==> src/rtl/genloop_pipe_subtractor.sv <==
// Pipelined ripple-borrow subtractor: {out[WIDTH], out[WIDTH-1:0]} = a - b - bin,
// resolving SEG bits per register stage, with valid/ready handshakes at both ends.
module genloop_pipe_subtractor #(
   parameter int unsigned WIDTH = 8,
   parameter int unsigned SEG   = 2
) (
   input  logic             clk,
   input  logic             rst,
   input  logic             in_valid,
   output logic             in_ready,
   input  logic [WIDTH-1:0] a,
   input  logic [WIDTH-1:0] b,
   input  logic             bin,
   output logic             out_valid,
   input  logic             out_ready,
   output logic [WIDTH:0]   out
);

   localparam int unsigned NSTG = (WIDTH + SEG - 1) / SEG;

   logic [NSTG-1:0] v_vec;
   logic [NSTG:0]   rdy;

   // A stage may load when it is empty or its successor is loading this cycle.
   always_comb begin
      rdy       = '0;
      rdy[NSTG] = out_ready;
      for (int k = NSTG - 1; k >= 0; k--) begin
         rdy[k] = ~v_vec[k] | rdy[k+1];
      end
   end

   for (genvar k = 0; k < NSTG; k++) begin : g_stg
      localparam int Lo = k * SEG;
      localparam int Hi = ((k + 1) * SEG < WIDTH) ? (k + 1) * SEG - 1 : WIDTH - 1;

      logic             v_in;
      logic             br_in;
      logic [WIDTH-1:0] a_in;
      logic [WIDTH-1:0] b_in;
      logic [WIDTH-1:0] d_in;

      logic             v_q;
      logic             br_q;
      logic             br_d;
      logic [WIDTH-1:0] a_q;
      logic [WIDTH-1:0] b_q;
      logic [WIDTH-1:0] d_q;
      logic [WIDTH-1:0] d_d;

      if (k == 0) begin : g_head
         assign v_in  = in_valid;
         assign br_in = bin;
         assign a_in  = a;
         assign b_in  = b;
         assign d_in  = '0;
      end else begin : g_body
         assign v_in  = g_stg[k-1].v_q;
         assign br_in = g_stg[k-1].br_q;
         assign a_in  = g_stg[k-1].a_q;
         assign b_in  = g_stg[k-1].b_q;
         assign d_in  = g_stg[k-1].d_q;
      end

      always_comb begin : p_seg
         logic br;
         br  = br_in;
         d_d = d_in;
         for (int i = Lo; i <= Hi; i++) begin
            d_d[i] = a_in[i] ^ b_in[i] ^ br;
            br     = (~a_in[i] & b_in[i]) | (~(a_in[i] ^ b_in[i]) & br);
         end
         br_d = br;
      end

      always_ff @(posedge clk or posedge rst) begin
         if (rst) begin
            v_q  <= 1'b0;
            br_q <= 1'b0;
            a_q  <= '0;
            b_q  <= '0;
            d_q  <= '0;
         end else if (rdy[k]) begin
            v_q  <= v_in;
            br_q <= br_d;
            a_q  <= a_in;
            b_q  <= b_in;
            d_q  <= d_d;
         end
      end

      assign v_vec[k] = v_q;
   end

   // The last stage has no consumer for its operand copies.
   logic unused_ops;
   assign unused_ops = ^{g_stg[NSTG-1].a_q, g_stg[NSTG-1].b_q};

   assign in_ready  = rdy[0];
   assign out_valid = g_stg[NSTG-1].v_q;
   assign out       = {g_stg[NSTG-1].br_q, g_stg[NSTG-1].d_q};

endmodule

==> config.mk <==
export PLATFORM = sky130hd
export DESIGN_NAME = genloop_pipe_subtractor
export DESIGN_NICKNAME = d
export VERILOG_FILES = /design/src/rtl/genloop_pipe_subtractor.sv
export SDC_FILE = /design/constraint.sdc
export NUM_CORES = 1
export LEC_CHECK = 0
export CORE_ASPECT_RATIO = 1.75
export CORE_MARGIN = 1
export CORE_UTILIZATION = 53
export CTS_BUF_LIST = sky130_fd_sc_hd__clkbuf_16
export CTS_CLUSTER_SIZE = 10
export DETAILED_ROUTE_END_ITERATION = 10
export GPL_TIMING_DRIVEN = 0
export PLACE_DENSITY = 0.74
export RECOVER_POWER = 25
export SYNTH_ARGS = -nofsm -noshare
export SYNTH_HDL_FRONTEND = slang
export SYNTH_SLANG_ARGS = --single-unit
==> constraint.sdc <==
create_clock -name clk -period 3.3 [get_ports clk]
set_input_delay 0.495 -clock clk [delete_from_list [all_inputs] [get_ports clk]]
set_output_delay 0.495 -clock clk [all_outputs]
set_load 0.005 [all_outputs]
==> results of run 1 <==
[cell type report]
class	count	share of cell area, %
buffer	7	1.78
clock buffer	5	4.68
clock inverter	2	0.327
inverter	13	1.82
multi-input combinational	95	28.8
sequential	52	48.6
tap	48	2.24
timing repair buffer	32	11.8
[worst min-delay path, delay by kind of cell, from the launching register on]
family / cells / cell delay, ps
flip-flops: 1 / 340
AND/OR/NAND/NOR: 2 / 90
[flip-flops by register name, summed over array words and instances, names as in the netlist]
signal,count
g_stg.a_q,12
out_valid,1
g_stg.d_q,20
g_stg.b_q,12
g_stg.br_q,4
g_stg.v_q,3
[per-layer routing]
metal / vias up / routed length [um] / track usage [%]
met5: - / 0 / 0
met4: 0 / 99 / 9.34
met3: 12 / 121 / 4.91
met2: 30 / 2070 / 35.4
met1: 648 / 1350 / 22.2
li1: 606 / - / -
[stage by stage]
step,setup WS (ps),hold WS (ps),instance area [um^2],power [mW]
2_1_floorplan,1530,433,2170,1.12
3_3_place_gp,608,447,2540,1.30
3_5_place_dp,587,456,2560,1.34
4_1_cts,545,440,2690,1.82
5_1_grt,483,483,2680,1.91
6_report,559,466,2680,1.79
[power breakdown]
group          internal [mW]  switching (mW)  total [mW]
logic                  0.266           0.165       0.430
registers              0.799          0.0897       0.889
clock network          0.272           0.203       0.475
total                   1.34           0.457        1.79
[placed cells by master (no fill, tap or decap), types with 2 or more instances in the layout]
cell type,n
sky130_fd_sc_hd__clkbuf_1,2
sky130_fd_sc_hd__mux2_4,6
sky130_fd_sc_hd__nor2_1,6
sky130_fd_sc_hd__mux2_2,21
sky130_fd_sc_hd__a21oi_1,8
sky130_fd_sc_hd__clkdlybuf4s50_1,30
sky130_fd_sc_hd__buf_6,2
sky130_fd_sc_hd__nor3b_1,2
sky130_fd_sc_hd__inv_1,14
sky130_fd_sc_hd__clkbuf_16,5
sky130_fd_sc_hd__buf_2,2
sky130_fd_sc_hd__o21ai_0,4
sky130_fd_sc_hd__dfrtp_1,52
sky130_fd_sc_hd__nand2b_1,5
sky130_fd_sc_hd__fa_1,8
sky130_fd_sc_hd__nand2_1,31
[worst min-delay path by stage]
stage / slack [ps] / startpoint / endpoint / cells after the start
3_5_place_dp: 460 / g_stg[1].a_q[6] / g_stg[1].a_q[6] / 2
6_report: 470 / g_stg[1].a_q[6] / g_stg[1].a_q[6] / 2
4_1_cts: 440 / rst / g_stg[0].d_q[0] / 2
5_1_grt: 480 / g_stg[1].a_q[6] / g_stg[1].a_q[6] / 2
2_1_floorplan: 430 / g_stg[1].a_q[7] / g_stg[1].a_q[7] / 2
3_3_place_gp: 450 / g_stg[1].b_q[6] / g_stg[1].b_q[6] / 2
[logic make-up after synthesis]
kind of cell | share of synthesized area [%]
DFF | 60.0
AOI/OAI and AO/OA | 2.77
adders and majority gates | 7.39
muxes | 15.1
and+or+nand+nor | 10.3
buffers and inverters | 4.45
==> impl_results.md, run 1 <==
* Run status: finished clean
* CP delay by family, top: buffers and inverters
* Cell with the most instances after synthesis: sky130_fd_sc_hd__dfrtp_1
* DR WL/cell at 14.3 um
* R2r worst-path depth at 5
* Yosys cell types at 19
* Required time of the critical path at 2800 ps
* Gr ovfl total at 0
* Setup clock skew after layout at 2.97 ps
* Number of DRC markers in iteration 0 at 15
* Utilization of the core after routing at 68.6%
* Timing-limited maximum frequency at 365 MHz
* Signed area change from the synthesized netlist to the final layout at 23.5%
* Number of cells produced by synthesis at 167
* Largest stage delay on the critical path at 530 ps
* Worst flop-to-flop path endpoint: g_stg[3].d_q[7]
* Register area at 0.00130 mm^2
* Floorplan Core Area at 0.00390 mm^2
* Category of the worst setup path launch point: input pin
* Initial core utilization at 55.5%
* Buffer and inverter count on the worst path at 4
* Setup repair after global routing missed its margin: no
* Syn Std Cell Area at 0.00217 mm^2
* Tcrit/Tclk final at 83.0%
* Most instantiated flip-flop cell in the synthesis netlist: sky130_fd_sc_hd__dfrtp_1
* Peak supply drop at 0.000483 V
* Clock transition at path regs at 60 ps
* Bufs on Longest Clock Path at 2
* Placed cells at 247
* Sequential cell area fraction in the yosys report at 60.0%
* Last weighted congestion value of the routability-driven placer at 0.781
* Residual DRC at 0
* Max-slew headroom at 31.0%
* Number of gates on the worst path with buffers counted at 6
* Setup slack of the most critical reg-to-reg path at 1620 ps
* Maximum capacitance violations at 0
* Startpoint of the lowest-slack register-to-register path: g_stg[2].a_q[6]
* Start point of the critical path: out_ready
* Share of synthesized registers carrying an async set or reset at 100%
* Data arrival, critical path at 2250 ps
* Total setup violations reported at the end of the flow at 0
* Capturing instance or port of the critical path: in_ready
* Pins over their slew limit at 0
* Critical path class: in -> out
* Pin count of the biggest net entering global routing at 45
* Multi-input gate area in the final layout at 769 um^2
* Number of buffers inserted by port buffering at 31
* # clock sinks at 52
* Number of standard cells in the final layout excluding fillers at 254
* Cell-by-cell listing of the critical path: clkdlybuf4s50_1, and4b_1, buf_6, nand2_4, buf_6, clkdlybuf4s50_1
* Vias after detailed routing at 1296
* Initial antenna violation count at 0
* Mean number of vias per cell at 5.10
* Die width at 50.3 um
* Power per standard cell area at 671 mW/mm^2
* Total global routing track utilization at 20.1%
* Number of nets in the synthesized netlist at 196
* Sum of net half-perimeters after detailed placement at 2.70 mm
* Ratio of cells with drive above 1 in the final layout at 19.4%
* Routed Wire Length at 3.63 mm
* Final-report hold violation count at 0
* Most instantiated cells after synthesis: sky130_fd_sc_hd__dfrtp_1 (52), sky130_fd_sc_hd__nand2_1 (31), sky130_fd_sc_hd__mux2_2 (21)
* Standard-cell rows at 30
* Top cells by area in the synthesized netlist: sky130_fd_sc_hd__dfrtp_1 (60%), sky130_fd_sc_hd__mux2_2 (11%), sky130_fd_sc_hd__fa_1 (7.4%)
* Io pins at 32
* Transition time at the pin with the least slew margin at 1030 ps
* Via count of the first global-routing pass at 1438
* Number of post-CTS setup repair buffers at 0
* Number of synthesized flops with an enable pin at 0
* TritonCTS clock tree: built
* Clk Latency, worst-skew pair at 280 ps
* CTS hold repair buffers at 0
* Type of destination of the critical path: primary output
* Post-DRT Antenna Nets at 0
* Fill cell count at 309
* Worst min-delay path category: reg -> reg
* Average cell area after synthesis at 13.0 um^2
* Htree depth at 2
* Height of the chip at 86.6 um
* Clock tree root driver cell: sky130_fd_sc_hd__clkbuf_16
* Pre-antenna DRT Iters at 4
* Wire length of the first global-routing pass at 6.41 mm
* Peak fanout along the critical path at 10
* Number of inserted diodes at 0
* Total negative slack at 0 ps
* Synth Register Bits at 52
* Library cell with the largest summed area after synthesis: sky130_fd_sc_hd__dfrtp_1
* Critical path's slowest cell: sky130_fd_sc_hd__clkdlybuf4s50_1
* Net count reported at finish at 235
* Count of instances resized after the clock tree is built at 0
* Leak pwr at 1.25 nW
* Top-area cell type share of the netlist area at 60.0%
* Die footprint at 0.00436 mm^2
* Final min period at 2740 ps
* TritonCTS Buffers at 5
* Number of warnings printed during yosys synthesis at 0
No activity file was read; power rests on OpenSTA's default activity.
==> run 2, diff against run 1 <==
==> constraint.sdc (replaced) <==
create_clock -name clk -period 2.7 [get_ports clk]
set_input_delay 0.405 -clock clk [delete_from_list [all_inputs] [get_ports clk]]
set_output_delay 0.405 -clock clk [all_outputs]
set_load 0.005 [all_outputs]
==> results of run 2 <==
The final DEF is identical to that of run 1. Status: finished clean.
Main changes from that run: setup slack after placement 587 ps -> 167 ps; setup slack after layout 559 ps -> 139 ps; register-to-register setup slack 1620 ps -> 1020 ps; total power 1.79 mW -> 2.19 mW; worst IR drop on VDD 0.000483 V -> 0.000591 V
